File: config.mk
export PLATFORM = sky130hd
export DESIGN_NAME = alu_sched
export DESIGN_NICKNAME = d
export VERILOG_FILES = /design/src/rtl/alu_pkg.sv /design/src/rtl/aluSeq.sv /design/src/rtl/alu_rr_arb.sv /design/src/rtl/alu_sched.sv
export SDC_FILE = /design/constraint.sdc
export NUM_CORES = 1
export LEC_CHECK = 0
export CORE_ASPECT_RATIO = 1.25
export CORE_MARGIN = 4
export CORE_UTILIZATION = 55
export CTS_CLUSTER_DIAMETER = 100
export CTS_CLUSTER_SIZE = 28
export DETAILED_ROUTE_END_ITERATION = 10
export MAX_ROUTING_LAYER = met4
export PLACE_DENSITY = 0.8
export SKIP_CTS_REPAIR_TIMING = 1
export SYNTH_ARGS = -nofsm -noshare
export SYNTH_HDL_FRONTEND = slang
export SYNTH_SLANG_ARGS = --single-unit
File: constraint.sdc
create_clock -name clk -period 27 [get_ports clk]
set_clock_uncertainty 0.2 [all_clocks]
set_input_delay 2.7 -clock clk [delete_from_list [all_inputs] [get_ports clk]]
set_output_delay 2.7 -clock clk [all_outputs]
set_load 0.03 [all_outputs]
File: src/rtl/alu_pkg.sv
// alu_pkg: opcode, FSM state encodings and div-by-zero fill shared by the ALU scheduler
package alu_pkg;
  typedef enum logic [2:0] {OC_ADD, OC_SUB, OC_MUL, OC_DIV, OC_NOTA, OC_XOR, OC_OR, OC_AND} oc_e;
  typedef enum logic [1:0] {IDLE, EXEC, DONE} state_e;
  localparam logic DZ_FILL_BIT = 1'b1;
endpackage

File: src/rtl/aluSeq.sv
// aluSeq: combinational ALU, results wrap to W bits, divide is unsigned truncating
module aluSeq import alu_pkg::*; #(
  parameter int W = 16
) (
  input  oc_e          i_oc,
  input  logic [W-1:0] i_a,
  input  logic [W-1:0] i_b,
  output logic [W-1:0] o_y
);
  // opcode decode; a zero divisor is handled by the caller
  always_comb begin
    o_y = '0;
    case (i_oc)
      OC_ADD:  o_y = i_a + i_b;
      OC_SUB:  o_y = i_a - i_b;
      OC_MUL:  o_y = i_a * i_b;
      OC_DIV:  o_y = i_a / i_b;
      OC_NOTA: o_y = ~i_a;
      OC_XOR:  o_y = i_a ^ i_b;
      OC_OR:   o_y = i_a | i_b;
      OC_AND:  o_y = i_a & i_b;
      default: o_y = '0;
    endcase
  end
endmodule

File: src/rtl/alu_rr_arb.sv
// alu_rr_arb: 2-way round-robin arbiter; the pointer only moves when a grant is taken
module alu_rr_arb (
  input  logic       clk,
  input  logic       rst,
  input  logic [1:0] i_req,
  input  logic       i_upd,
  output logic [1:0] o_gnt
);
  logic r_last;
  // on contention, favour whichever requester was not served last
  always_comb o_gnt = (i_req == 2'b11) ? (r_last ? 2'b01 : 2'b10) : i_req;
  // remember the served requester; reset makes requester 0 the favoured one
  always_ff @(posedge clk) r_last <= rst ? 1'b1 : (i_upd ? o_gnt[1] : r_last);
endmodule

File: src/rtl/alu_sched.sv
// alu_sched: two-requester ALU scheduler, one operation in flight, IDLE/EXEC/DONE
module alu_sched import alu_pkg::*; #(
  parameter int DATA_WIDTH = 16,
  parameter int CNT_WIDTH  = 16
) (
  input  logic                  clk,
  input  logic                  rst,
  input  logic                  req0_valid,
  output logic                  req0_ready,
  input  logic [2:0]            req0_oc,
  input  logic [DATA_WIDTH-1:0] req0_a,
  input  logic [DATA_WIDTH-1:0] req0_b,
  input  logic                  req1_valid,
  output logic                  req1_ready,
  input  logic [2:0]            req1_oc,
  input  logic [DATA_WIDTH-1:0] req1_a,
  input  logic [DATA_WIDTH-1:0] req1_b,
  output logic                  res_valid,
  input  logic                  res_ready,
  output logic [DATA_WIDTH-1:0] res_data,
  output logic                  res_id,
  output logic                  res_dz,
  output logic [CNT_WIDTH-1:0]  op_count
);
  state_e                r_state, w_next;
  logic [1:0]            w_gnt;
  logic                  w_hs, w_dz, r_src, r_id, r_dz;
  oc_e                   r_oc;
  logic [DATA_WIDTH-1:0] r_a, r_b, w_alu, r_data;
  logic [CNT_WIDTH-1:0]  r_cnt;

  alu_rr_arb u_arb (
    .clk   (clk),
    .rst   (rst),
    .i_req ({req1_valid, req0_valid}),
    .i_upd (w_hs),
    .o_gnt (w_gnt)
  );

  aluSeq #(.W(DATA_WIDTH)) u_alu (
    .i_oc (r_oc),
    .i_a  (r_a),
    .i_b  (r_b),
    .o_y  (w_alu)
  );

  assign w_dz     = (r_oc == OC_DIV) && (r_b == '0);
  assign res_data = r_data;
  assign res_id   = r_id;
  assign res_dz   = r_dz;
  assign op_count = r_cnt;

  // state register
  always_ff @(posedge clk) r_state <= rst ? IDLE : w_next;

  // next state and handshake outputs, all forced low while reset is held
  always_comb begin
    w_next     = r_state;
    req0_ready = 1'b0;
    req1_ready = 1'b0;
    res_valid  = 1'b0;
    w_hs       = 1'b0;
    case (r_state)
      IDLE: begin
        req0_ready = !rst && w_gnt[0];
        req1_ready = !rst && w_gnt[1];
        w_hs       = req0_ready || req1_ready;
        w_next     = w_hs ? EXEC : IDLE;
      end
      EXEC: w_next = DONE;
      DONE: begin
        res_valid = !rst;
        w_next    = res_ready ? IDLE : DONE;
      end
      default: w_next = IDLE;
    endcase
  end

  // operand capture on grant, result capture in EXEC, completion count on result handshake
  always_ff @(posedge clk) begin
    if (rst) begin
      r_src  <= 1'b0;
      r_data <= '0;
      r_id   <= 1'b0;
      r_dz   <= 1'b0;
      r_cnt  <= '0;
    end else begin
      if (w_hs) begin
        r_src <= w_gnt[1];
        r_oc  <= oc_e'(w_gnt[1] ? req1_oc : req0_oc);
        r_a   <= w_gnt[1] ? req1_a : req0_a;
        r_b   <= w_gnt[1] ? req1_b : req0_b;
      end
      if (r_state == EXEC) begin
        r_data <= w_dz ? {DATA_WIDTH{DZ_FILL_BIT}} : w_alu;
        r_dz   <= w_dz;
        r_id   <= r_src;
      end
      if (res_valid && res_ready) r_cnt <= r_cnt + 1'b1;
    end
  end
endmodule

==> flow_metrics.py <==
metrics = {
    "pwr": {
        "max-vdd-ir-drop_mv": 0.0927,
        "power_mw": 1.55,
        "power.density_nw_per_um2": 86.1,
        "p_leak_nw": 8.09,
    },
    "clock_network": {
        "cts_root_buf": "clkbuf_16",
        "cts_buffer_depth": 2,
        "clk_latency_ps": 340,
        "clk_pin_slew_worst_paths_ps": 70,
        "clock_sinks": 73,
        "htreeDepth": 3,
        "cts_buffers": 9,
        "cts_tree": "done",
    },
    "logic_synthesis": {
        "post-synth-top-count-cell": "ha_1",
        "seq_area_frac_synth": 0.117,
        "netlist.top_cell.by_area": "ha_1",
        "synth_fp_nets": 2326,
        "synth_area_leaders": "ha_1 (19%), fa_1 (10%), edfxtp_1 (6.8%)",
        "ys.flop_type": "dfxtp_1",
        "async_reset_ff_frac": 0,
        "synthCells": 1933,
        "syn_area_um2": 15500,
        "synth-edff-count": 35,
        "yosysTopAreaCellShare": 0.191,
        "synth_seq_cells": 73,
        "yosysWarnings": 0,
        "synth_area_per_cell_um2": 8.02,
        "synth_commonest_cells": "ha_1 (237), nand2_1 (203), nor2_1 (201)",
        "synth_cell_type_count": 92,
    },
    "global_routing": {
        "grt_pass1_vias": 15538,
        "grt_start_max_net_pins": 41,
        "antenna_found_initial": 0,
        "grt_busiest_layer": "met2",
        "grt_overflow": 0,
        "grt_use_total": 0.365,
        "grt_pass1_wl_mm": 85.1,
        "use_met3": 0.0547,
        "met1_usage": 0.413,
        "gr-usage-met2": 0.603,
    },
    "route": {
        "wire_per_inst_um": 23.4,
        "drtAntennaViolNets": 0,
        "via_count": 15486,
        "wl_mm": 56.2,
        "drc_errors": 0,
        "drtPass1Iterations": 6,
        "via_per_inst": 6.44,
        "drt_iter0_drc": 1368,
    },
    "critical_path": {
        "arrival_ps": 26090,
        "critPathCaptureType": "register",
        "r2r-end": "res_data[0]",
        "worstPathRequired_ps": 27040,
        "path_class": "register to register",
        "reg2regPathDepth": 117,
        "regToRegStartpoint": "r_b[4]",
        "startpoint_type": "register",
        "path_common_cell": "ha_1",
        "ff2ff_setup_slack_ps": 950,
        "slowest_stage": "or3_1",
        "worstPathMaxFanout": 19,
        "worst_path_largest_cell_delay_ps": 510,
    },
    "worst_hold_path": {
        "min_to": "res_id",
        "hold_path_class": "register to register",
        "holdPathStages": 2,
        "hp-start": "r_src",
    },
    "timing": {
        "tns_ps": 0,
        "maxSlewViolCount": 5,
        "final-setup-viol-count": 0,
        "fmaxAchievable_mhz": 38.4,
        "slew_headroom": -0.0245,
        "whs_ps": 262,
        "worst_pin_slew_ps": 1520,
        "fin_crit_sh": 0.965,
        "timing.final.ws_setup_ps": 953,
        "hold_viol": 0,
        "fin_crit_ps": 26050,
    },
    "layout": {
        "area.growth.synth_to_final_pct": 16.0,
        "nets": 2444,
        "diodes": 0,
        "nFillCells": 2375,
        "layout.cells.non_filler": 2406,
        "drive_above_1_share": 0.125,
    },
    "status": {
        "violations": "max-capacitance violations, max-slew violations",
        "status": "finished with violations",
    },
    "placed_design": {
        "dp_cells": 2380,
        "place_congestion": 1.06,
        "pre_cts_slack_ps": -771,
        "dpl.hpwl_mm": 43.5,
        "port-buffer-count": 111,
    },
    "die": {
        "core_area_um2": 27700,
        "start_util": 0.559,
        "std_cell_rows": 68,
        "die-width_um": 158,
        "ios": 112,
        "die-area_um2": 30900,
        "die_h_um": 196,
    },
    "flow_run": {
        "max-cap-violations": 1,
    },
}
per-stage QoR:
step / util / area [µm²]
2_1_floorplan: - / 15500
3_3_place_gp: 0.621 / 17200
3_5_place_dp: 0.621 / 17200
4_1_cts: 0.633 / 17600
5_1_grt: 0.648 / 18000
6_report: 0.648 / 18000
where the power goes:
part	internal, mW	switching, mW	leakage [nW]
combinational	0.528	0.748	7.28
clock	0.0834	0.0505	0.164
sequential	0.128	0.00970	0.638
worst max-delay path: cells and delay by family (launching register included):
family | cells | cell delay (ps)
adder cells (fa/ha/maj) | 15 | 4470
flip-flops | 1 | 470
buffers and inverters | 5 | 830
multiplexers | 6 | 1990
AND/OR/NAND/NOR | 29 | 5690
AO/OA/AOI/OAI | 62 | 12300
per-layer routing:
metal,up-vias,share of wire
met4,0,0.081
met3,304,0.088
met1,7309,0.35
li1,7007,-
met2,866,0.48
met5,-,0
layout make-up:
class	instances	area, µm²	share of cell area
multi-input cells	1598	13000	0.725
flip-flops and latches	73	1810	0.101
repair buffers	183	1660	0.0921
inverters	186	698	0.0388
well taps	350	438	0.0244
clock buffers	12	279	0.0155
clock inverters	4	53.8	0.00299
state kept, by name, indices dropped and copies added, names as in the netlist, 2 cells and up:
name / count
op_count: 16
r_a: 16
r_b: 16
r_oc: 3
r_state: 2
res_data: 16
cell usage in the layout (no fill, tap or decap), drive strengths merged, types with 13 or more instances in the layout:
| cell type | Yosys | final |
|---|---|---|
| fa | 81 | 81 |
| mux4 | 13 | 13 |
| nor3 | 59 | 59 |
| a31oi | 17 | 17 |
| inv | 181 | 183 |
| dfxtp | 38 | 38 |
| xor2 | 52 | 52 |
| o21a | 44 | 44 |
| a21o | 36 | 36 |
| buf | 10 | 72 |
| and3 | 13 | 13 |
| o21ai | 74 | 74 |
| nor2 | 202 | 202 |
| or2 | 21 | 21 |
| clkdlybuf4s50 | 0 | 111 |
| nand2 | 203 | 203 |
| o31ai | 17 | 17 |
| mux2 | 57 | 57 |
| or3 | 22 | 22 |
| nand2b | 15 | 15 |
| o211ai | 19 | 19 |
| ha | 237 | 237 |
| nor2b | 15 | 15 |
| xnor2 | 96 | 96 |
| a21oi | 117 | 117 |
| nand3 | 34 | 34 |
| edfxtp | 35 | 35 |
cell families after synthesis:
logic type	share of synthesized area
xor+xnor	0.0836
simple gates	0.186
buf+inv	0.0639
flops	0.117
fa+ha+maj	0.296
mux	0.0691
compound gates	0.185
worst max-delay path by stage:
stage | start | endpoint | slack, ps
after floorplan | r_b[0] | res_data[0] | 1590
after global placement | r_b[11] | res_data[0] | 190
after detailed placement | r_b[11] | res_data[0] | -770
after CTS | r_b[11] | res_data[0] | -820
after global routing | r_b[7] | res_data[0] | -230
final | r_b[4] | res_data[0] | 950
Power figures use the tool's default switching activity.
